<file path="config.mk">
export PLATFORM = sky130hd
export DESIGN_NAME = spi_bridge_flat
export DESIGN_NICKNAME = d
export VERILOG_FILES = /design/src/rtl/spi_bridge_if.sv /design/src/rtl/spi_bridge.sv /design/src/flat_wrapper.sv
export SDC_FILE = /design/constraint.sdc
export NUM_CORES = 1
export LEC_CHECK = 0
export CAP_MARGIN = 0
export CORE_UTILIZATION = 50
export DETAILED_ROUTE_END_ITERATION = 16
export PLACE_DENSITY = 0.87
export SETUP_SLACK_MARGIN = 0.02
export SYNTH_ARGS = -nofsm -noshare
export SYNTH_HDL_FRONTEND = slang
export SYNTH_SLANG_ARGS = --single-unit
</file>
<file path="constraint.sdc">
create_clock -name clk -period 1.5 [get_ports clk]
set_input_delay 0.45 -clock clk [delete_from_list [all_inputs] [get_ports clk]]
set_output_delay 0.45 -clock clk [all_outputs]
set_load 0.02 [all_outputs]
</file>
<file path="src/rtl/spi_bridge_if.sv">
// Pad-side SPI pins and decoder-side byte bundle for spi_bridge.
// The bridge takes the slave modport; pads/decoder use master.
interface spi_bridge_if;
    logic       sclk;
    logic       cs_n;
    logic       mosi;
    logic       miso;
    logic       byte_sync;
    logic [7:0] data_in;
    logic [7:0] data_out;
    logic       frame_active;

    modport slave (
        input  sclk,
        input  cs_n,
        input  mosi,
        input  data_out,
        output miso,
        output byte_sync,
        output data_in,
        output frame_active
    );

    modport master (
        output sclk,
        output cs_n,
        output mosi,
        output data_out,
        input  miso,
        input  byte_sync,
        input  data_in,
        input  frame_active
    );
endinterface

</file>
<file path="src/rtl/spi_bridge.sv">
// SPI mode-0 slave front end, oversampled in the clk domain.
// Emits one byte_sync per received byte and shifts data_out onto miso.
module spi_bridge #(
    parameter int SYNC_STAGES = 2
) (
    input  logic        clk,
    input  logic        rst_n,
    spi_bridge_if.slave bus
);

    logic [SYNC_STAGES-1:0] sclk_q;
    logic [SYNC_STAGES-1:0] cs_q;
    logic [SYNC_STAGES-1:0] mosi_q;
    logic                   hist_sclk;
    logic                   armed;

    logic       sync_sclk;
    logic       sync_cs;
    logic       sync_mosi;
    logic       rise;
    logic       fall;
    logic       active;

    logic [2:0] bit_cnt;
    logic [7:0] rx_sh;
    logic [7:0] tx_sh;
    logic       done;
    logic       miso_q;
    logic       sync_q;
    logic [7:0] data_q;

    assign sync_sclk = sclk_q[SYNC_STAGES-1];
    assign sync_cs   = cs_q[SYNC_STAGES-1];
    assign sync_mosi = mosi_q[SYNC_STAGES-1];

    assign rise = sync_sclk & ~hist_sclk;
    assign fall = ~sync_sclk & hist_sclk;

    // Not armed until cs_n is seen high, so a frame in flight at reset release is ignored.
    assign active = armed & ~sync_cs;

    always_ff @(posedge clk or negedge rst_n) begin
        if (!rst_n) begin
            sclk_q    <= '0;
            cs_q      <= '0;
            mosi_q    <= '0;
            hist_sclk <= 1'b0;
            armed     <= 1'b0;
        end else begin
            sclk_q    <= {sclk_q[SYNC_STAGES-2:0], bus.sclk};
            cs_q      <= {cs_q[SYNC_STAGES-2:0], bus.cs_n};
            mosi_q    <= {mosi_q[SYNC_STAGES-2:0], bus.mosi};
            hist_sclk <= sync_sclk;
            if (sync_cs) begin
                armed <= 1'b1;
            end
        end
    end

    always_ff @(posedge clk or negedge rst_n) begin
        if (!rst_n) begin
            bit_cnt <= 3'd0;
            rx_sh   <= 8'h00;
            tx_sh   <= 8'h00;
            done    <= 1'b0;
            miso_q  <= 1'b0;
            sync_q  <= 1'b0;
            data_q  <= 8'h00;
        end else begin
            done   <= 1'b0;
            sync_q <= done;
            if (done) begin
                data_q <= rx_sh;
            end
            if (!active) begin
                bit_cnt <= 3'd0;
                rx_sh   <= 8'h00;
                tx_sh   <= 8'h00;
                miso_q  <= 1'b0;
            end else begin
                if (rise) begin
                    rx_sh   <= {rx_sh[6:0], sync_mosi};
                    bit_cnt <= bit_cnt + 3'd1;
                    if (bit_cnt == 3'd7) begin
                        done <= 1'b1;
                    end
                end
                // Byte boundary reloads from the decoder; otherwise keep shifting.
                if (fall) begin
                    if (bit_cnt == 3'd0) begin
                        miso_q <= bus.data_out[7];
                        tx_sh  <= {bus.data_out[6:0], 1'b0};
                    end else begin
                        miso_q <= tx_sh[7];
                        tx_sh  <= {tx_sh[6:0], 1'b0};
                    end
                end
            end
        end
    end

    assign bus.miso         = miso_q;
    assign bus.byte_sync    = sync_q;
    assign bus.data_in      = data_q;
    assign bus.frame_active = active;

endmodule

</file>
<file path="src/flat_wrapper.sv">
// flat-port wrapper written by rule: the top's interface ports become plain ports
module spi_bridge_flat 
#(
    parameter int SYNC_STAGES = 2
)
  (clk, rst_n, bus_sclk, bus_cs_n, bus_mosi, bus_data_out, bus_miso, bus_byte_sync, bus_data_in, bus_frame_active);
  spi_bridge_if bus_i ();
  input  logic clk;
  input  logic rst_n;
  input wire logic [$bits(bus_i.sclk)-1:0] bus_sclk;
  input wire logic [$bits(bus_i.cs_n)-1:0] bus_cs_n;
  input wire logic [$bits(bus_i.mosi)-1:0] bus_mosi;
  input wire logic [$bits(bus_i.data_out)-1:0] bus_data_out;
  output wire logic [$bits(bus_i.miso)-1:0] bus_miso;
  output wire logic [$bits(bus_i.byte_sync)-1:0] bus_byte_sync;
  output wire logic [$bits(bus_i.data_in)-1:0] bus_data_in;
  output wire logic [$bits(bus_i.frame_active)-1:0] bus_frame_active;
  assign bus_i.sclk = bus_sclk;
  assign bus_i.cs_n = bus_cs_n;
  assign bus_i.mosi = bus_mosi;
  assign bus_i.data_out = bus_data_out;
  assign bus_miso = bus_i.miso;
  assign bus_byte_sync = bus_i.byte_sync;
  assign bus_data_in = bus_i.data_in;
  assign bus_frame_active = bus_i.frame_active;
  spi_bridge #(.SYNC_STAGES(SYNC_STAGES)) u_core (.clk(clk), .rst_n(rst_n), .bus(bus_i));
endmodule
</file>
# --- Word level (Yosys, flattened, before mapping) ---
# Cells that the tools add are included.
classes:
  addsub: 1
  n_reduce_logical: 1
  bitwise_logic: 6
  eq_ne: 3
  n_mux: 13
ops:
  columns: ["operator", "count"]
  rows:
  - ["$mux W8", 5]
  - ["$mux W1", 6]
  - ["$mux W3", 2]
  - ["$ne A2 B1 Y1 const B", 2]
  - ["$add A3 B1 Y3 const B", 1]
  - ["$and A1 B1 Y1", 3]
  - ["$eq A3 B3 Y1 const B", 1]
  - ["$logic_not A3 Y1", 1]
  - ["$not A1 Y1", 3]
word_totals:
  out_inout_bits: 11
  regBits: 38
  wordCells: 36

# --- Depth between registers and ports, before layout ---
depth:
  word_depth: 4
  mapped_depth: 6

# --- Worst setup path after synthesis ---
# Ideal clock, no wire load.
synth_path:
  kind: "reg2reg"
  startpoint: "reg u_core.bit_cnt[0]"
  endpoint: "reg u_core.miso_q (netlist: u_core.bus.miso)"
  t_arrival_ns: 1.131
  slack_ns: 0.243
  required_ns: 1.374
  setup_ns: 0.126
  n_path_buf: 1
  stages_incl_launch_ff: 7
  path_cell_list: "dfrtp_1 inv_1 ha_1 nor2b_1 buf_2 mux2i_1 o2bb2ai_1"
synth_between:
  elab_chain_cells: 4
synth_rtl:
  columns: ["element", "line", "rtl"]
  rows:
  - ["from (decl)", "spi_bridge.sv:24", "logic [2:0] bit_cnt;"]
  - ["from (signal assigned)", "spi_bridge.sv:83", "bit_cnt <= bit_cnt + 3'd1;"]
  - ["$logic_not A3 Y1", "spi_bridge.sv:90", "if (bit_cnt == 3'd0) begin"]
  - ["$mux W1", "spi_bridge.sv:90", null]
  - ["$mux W1", "spi_bridge.sv:89", "if (fall) begin"]
  - ["$mux W1", "spi_bridge.sv:75", "if (!active) begin"]
  - ["to (signal assigned)", "spi_bridge.sv:91", "miso_q <= bus.data_out[7];"]
  - ["to (signal assigned)", "spi_bridge.sv:94", "miso_q <= tx_sh[7];"]
  - ["to (decl)", "spi_bridge.sv:28", "logic miso_q;"]
# No other way between the ends. The select of a mux whose other input is x is not followed.
# A chain may end at the register's enable or synchronous reset.

# --- Final worst setup path ---
layout_path:
  startpoint: "reg u_core.cs_q[1]"
  endpoint: "out bus_frame_active"
layout_between:
  elab_chain_cells: 2
layout_rtl:
  columns: ["element", "line", "rtl"]
  rows:
  - ["from (decl)", "spi_bridge.sv:12", "logic [SYNC_STAGES-1:0] cs_q;"]
  - ["from (signal assigned)", "spi_bridge.sv:51", "cs_q <= {cs_q[SYNC_STAGES-2:0], bus.cs_n};"]
  - ["$not A1 Y1", "spi_bridge.sv:40", "assign active = armed & ~sync_cs;"]
  - ["$and A1 B1 Y1", "spi_bridge.sv:40", null]
  - ["to (decl)", "flat_wrapper.sv:17", "output wire logic [$bits(bus_i.frame_active)-1:0] bus_frame_active;"]
# No other way between the ends.

==> flow_results.xml <==
<?xml version="1.0" encoding="UTF-8"?>
<metrics>
  <group name="place">
    <metric name="place_congestion" unit="">0.733</metric>
    <metric name="place_inst" unit="">146</metric>
    <metric name="placement.io_buffers" unit="">23</metric>
    <metric name="post-dp-hpwl" unit="mm">1.52</metric>
    <metric name="place_worst_setup_slack" unit="ps">-92.4</metric>
  </group>
  <group name="global_routing">
    <metric name="largest_net_degree_at_the_start_of_global_routing" unit="">20</metric>
    <metric name="number_of_antenna_violations_at_the_first_check_in_global_routing" unit="">0</metric>
    <metric name="first_global_vias" unit="">805</metric>
    <metric name="groute.usage.overall" unit="">0.179</metric>
    <metric name="globalRouteOverflowTotal" unit="">0</metric>
    <metric name="grt_first_pass_wirelength" unit="mm">3.53</metric>
  </group>
  <group name="timing">
    <metric name="rsz0062_at_grt" unit="">yes</metric>
    <metric name="maxSlewHeadroom" unit="">0.708</metric>
    <metric name="period_needed" unit="ps">1480</metric>
    <metric name="min_period_over_period" unit="">0.986</metric>
    <metric name="finClkSkew" unit="ps">15.4</metric>
    <metric name="timing_max_transition_violations_final" unit="">0</metric>
    <metric name="timing_worst_slew_pin_value" unit="ps">439</metric>
    <metric name="post-route-worst-setup-slack" unit="ps">21.4</metric>
    <metric name="fin_tns_setup" unit="ps">0</metric>
    <metric name="max_freq" unit="MHz">676</metric>
    <metric name="finalSetupViolCount" unit="">0</metric>
    <metric name="hold_violations" unit="">0</metric>
    <metric name="final.hold.worst_slack" unit="ps">26.8</metric>
  </group>
  <group name="layout">
    <metric name="final_nets" unit="">139</metric>
    <metric name="fillcell_total" unit="">200</metric>
    <metric name="antenna_fix_cells" unit="">0</metric>
    <metric name="fraction_of_final_layout_cells_sized_beyond_drive_strength_1" unit="">0.315</metric>
    <metric name="ff_latch_area" unit="µm²">926</metric>
    <metric name="multi_input_area" unit="µm²">452</metric>
    <metric name="areaGrowthSynthToFinish" unit="%">20.7</metric>
    <metric name="layout.cells.non_filler" unit="">154</metric>
  </group>
  <group name="clock_network">
    <metric name="cts-hold-fix-buffers" unit="">0</metric>
    <metric name="clock_insertion_delay_worst_skew" unit="ps">340</metric>
    <metric name="cts-buffers-inserted" unit="">5</metric>
    <metric name="ctsHtreeMaxLevel" unit="">2</metric>
    <metric name="worst_setup_hold_path_clk_slew" unit="ps">110</metric>
    <metric name="clock_sinks" unit="">37</metric>
    <metric name="clk_path_buf_depth" unit="">2</metric>
    <metric name="cts_root_buf" unit="">clkbuf_4</metric>
    <metric name="clock_tree_from_tritoncts" unit="">yes</metric>
  </group>
  <group name="synth">
    <metric name="syn_area_per_cell" unit="µm²">15.4</metric>
    <metric name="syn-num-nets" unit="">108</metric>
    <metric name="synth.distinct_cells" unit="">21</metric>
    <metric name="synth_seq_area_share" unit="">0.655</metric>
    <metric name="syn_area" unit="µm²">1410</metric>
    <metric name="syn-instance-count" unit="">92</metric>
    <metric name="synth-seq-cells" unit="">37</metric>
    <metric name="yosys_warnings" unit="">0</metric>
  </group>
  <group name="route">
    <metric name="drt-initial-drc-count" unit="">4</metric>
    <metric name="drt-total-wl" unit="mm">2.17</metric>
    <metric name="post-route-drc-count" unit="">0</metric>
    <metric name="post_drt_via_cell_ratio" unit="">5.40</metric>
    <metric name="routedWlPerCell" unit="µm">14.1</metric>
    <metric name="antenna_left" unit="">0</metric>
    <metric name="drt_pre_antenna_iters" unit="">4</metric>
    <metric name="detailroute.via_count" unit="">831</metric>
  </group>
  <group name="pwr">
    <metric name="max-vdd-ir-drop" unit="mV">0.855</metric>
    <metric name="p_leak" unit="nW">0.876</metric>
    <metric name="p_per_area" unit="nW/µm²">982</metric>
  </group>
  <group name="status">
    <metric name="run_status" unit="">completed</metric>
  </group>
  <group name="floorplan">
    <metric name="floorplan.die_area" unit="µm²">3040</metric>
    <metric name="floorplan.core_area" unit="µm²">2570</metric>
    <metric name="die_height" unit="µm">55.2</metric>
    <metric name="i_o_pins" unit="">24</metric>
    <metric name="dieWidth" unit="µm">55.2</metric>
    <metric name="rows" unit="">18</metric>
    <metric name="initial_core_utilization" unit="">0.550</metric>
  </group>
  <group name="worst_setup_path">
    <metric name="timing.setup.critical_path_class" unit="">flop to output port</metric>
    <metric name="timing.critical_path.to_type" unit="">output port</metric>
    <metric name="crit_path_start_kind" unit="">flop</metric>
    <metric name="r2r_cells" unit="">6</metric>
    <metric name="cp_max_fo" unit="">2</metric>
    <metric name="timing.critical_path.arrival" unit="ps">1030</metric>
    <metric name="crit_required" unit="ps">1050</metric>
  </group>
  <group name="hold_path">
    <metric name="class_of_the_tightest_hold_or_removal_check" unit="">input pin to async pin</metric>
  </group>
  <group name="flow_run">
    <metric name="cap_violations" unit="">0</metric>
  </group>
</metrics>
==> per-stage QoR <==
| step | instance area [µm²] | total power [W] | utilization |
|---|---|---|---|
| floorplan | 1410 | 0.00113 | - |
| global placement | 1700 | 0.00121 | 0.661 |
| detailed placement | 1700 | 0.00122 | 0.661 |
| CTS | 1750 | 0.00170 | 0.683 |
| global route | 1710 | 0.00175 | 0.664 |
| finish | 1710 | 0.00167 | 0.664 |
==> final timing paths <==
path,start,slack [ps],endpoint
setup / recovery,u_core.cs_q[1],20,bus_frame_active
min in group clk,u_core.cs_q[0],360,u_core.cs_q[1]
hold reg to reg,u_core.cs_q[0],360,u_core.cs_q[1]
max in group asynchronous,rst_n,1010,u_core.done
hold / removal,rst_n,30,u_core.bus.data_in[1]
setup reg to reg,u_core.bit_cnt[1],120,u_core.bus.miso
==> placed cells by master, fill, tap and decap left out, types with 2 or more instances in the layout <==
cell,n
a22o_1,10
buf_2,5
buf_4,3
clkbuf_2,5
clkbuf_4,5
clkdlybuf4s50_1,11
clkinv_2,2
dfrtp_1,37
ha_1,3
inv_1,2
mux2_2,8
mux2i_1,7
nand2_1,2
nor2_2,2
o2bb2ai_1,8
==> state kept, by name, indices dropped and copies added, names as in the netlist, 2 cells and up <==
signal,cells
u_core.rx_sh,8
u_core.bus.data_in,8
u_core.sclk_q,2
u_core.cs_q,2
u_core.tx_sh,7
u_core.bit_cnt,3
u_core.mosi_q,2
==> cell type report <==
cell class,count,area share
flip-flops and latches,37,0.543
multi-input cells,49,0.265
repair buffers,27,0.132
clock buffers,6,0.0242
well taps,30,0.0220
inverters,3,0.00807
clock inverters,2,0.00587
==> per-layer routing <==
layer  vias up  wire length (µm)  GRT usage
met5         -                 0          0
met4         0                44     0.0875
met3         7               128     0.0820
met2        20              1040      0.277
met1       410               965      0.209
li1        394                 -          -
==> cell usage after synthesis <==
cell       count  share of area
a22o_1        10          0.062
xnor2_1        1         0.0062
buf_6          1         0.0080
nor2_1         1         0.0027
o2bb2ai_1      8          0.050
ha_1           3          0.027
or2_2          1         0.0044
inv_1          2         0.0053
nor2b_4        1         0.0097
nor2_2         2         0.0089
dfrtp_1       37           0.66
inv_4          1         0.0044
nand2b_4       1         0.0097
nand2_1        2         0.0053
nor2b_1        1         0.0044
mux2_2         8          0.064
and2b_1        1         0.0053
mux2i_1        7          0.050
and3_2         1         0.0053
buf_2          2         0.0071
and2_4         1         0.0062
==> power breakdown <==
group	internal, W	switching, W
Combinational	0.0000806	0.0000759
Sequential	0.00102	0.0000148
Clock	0.000178	0.000303
==> repair_timing <==
item / in CTS / in global routing
gates resized for setup: 30 / 10
setup endpoints to repair: 11 / 10
buffers inserted: 0 / 0
==> kinds of logic after synthesis <==
family          share of synthesized area
compound gates                      0.112
xor+xnor                          0.00620
fa+ha+maj                          0.0266
buf+inv                            0.0248
flops                               0.655
mux                                 0.113
simple gates                       0.0620
==> worst max-delay path: stages, from the launching register on <==
cell	delay, ps
dfrtp_1	390
nand2b_4	150
inv_4	50
buf_6	100
(Power assumes the default switching activity.)
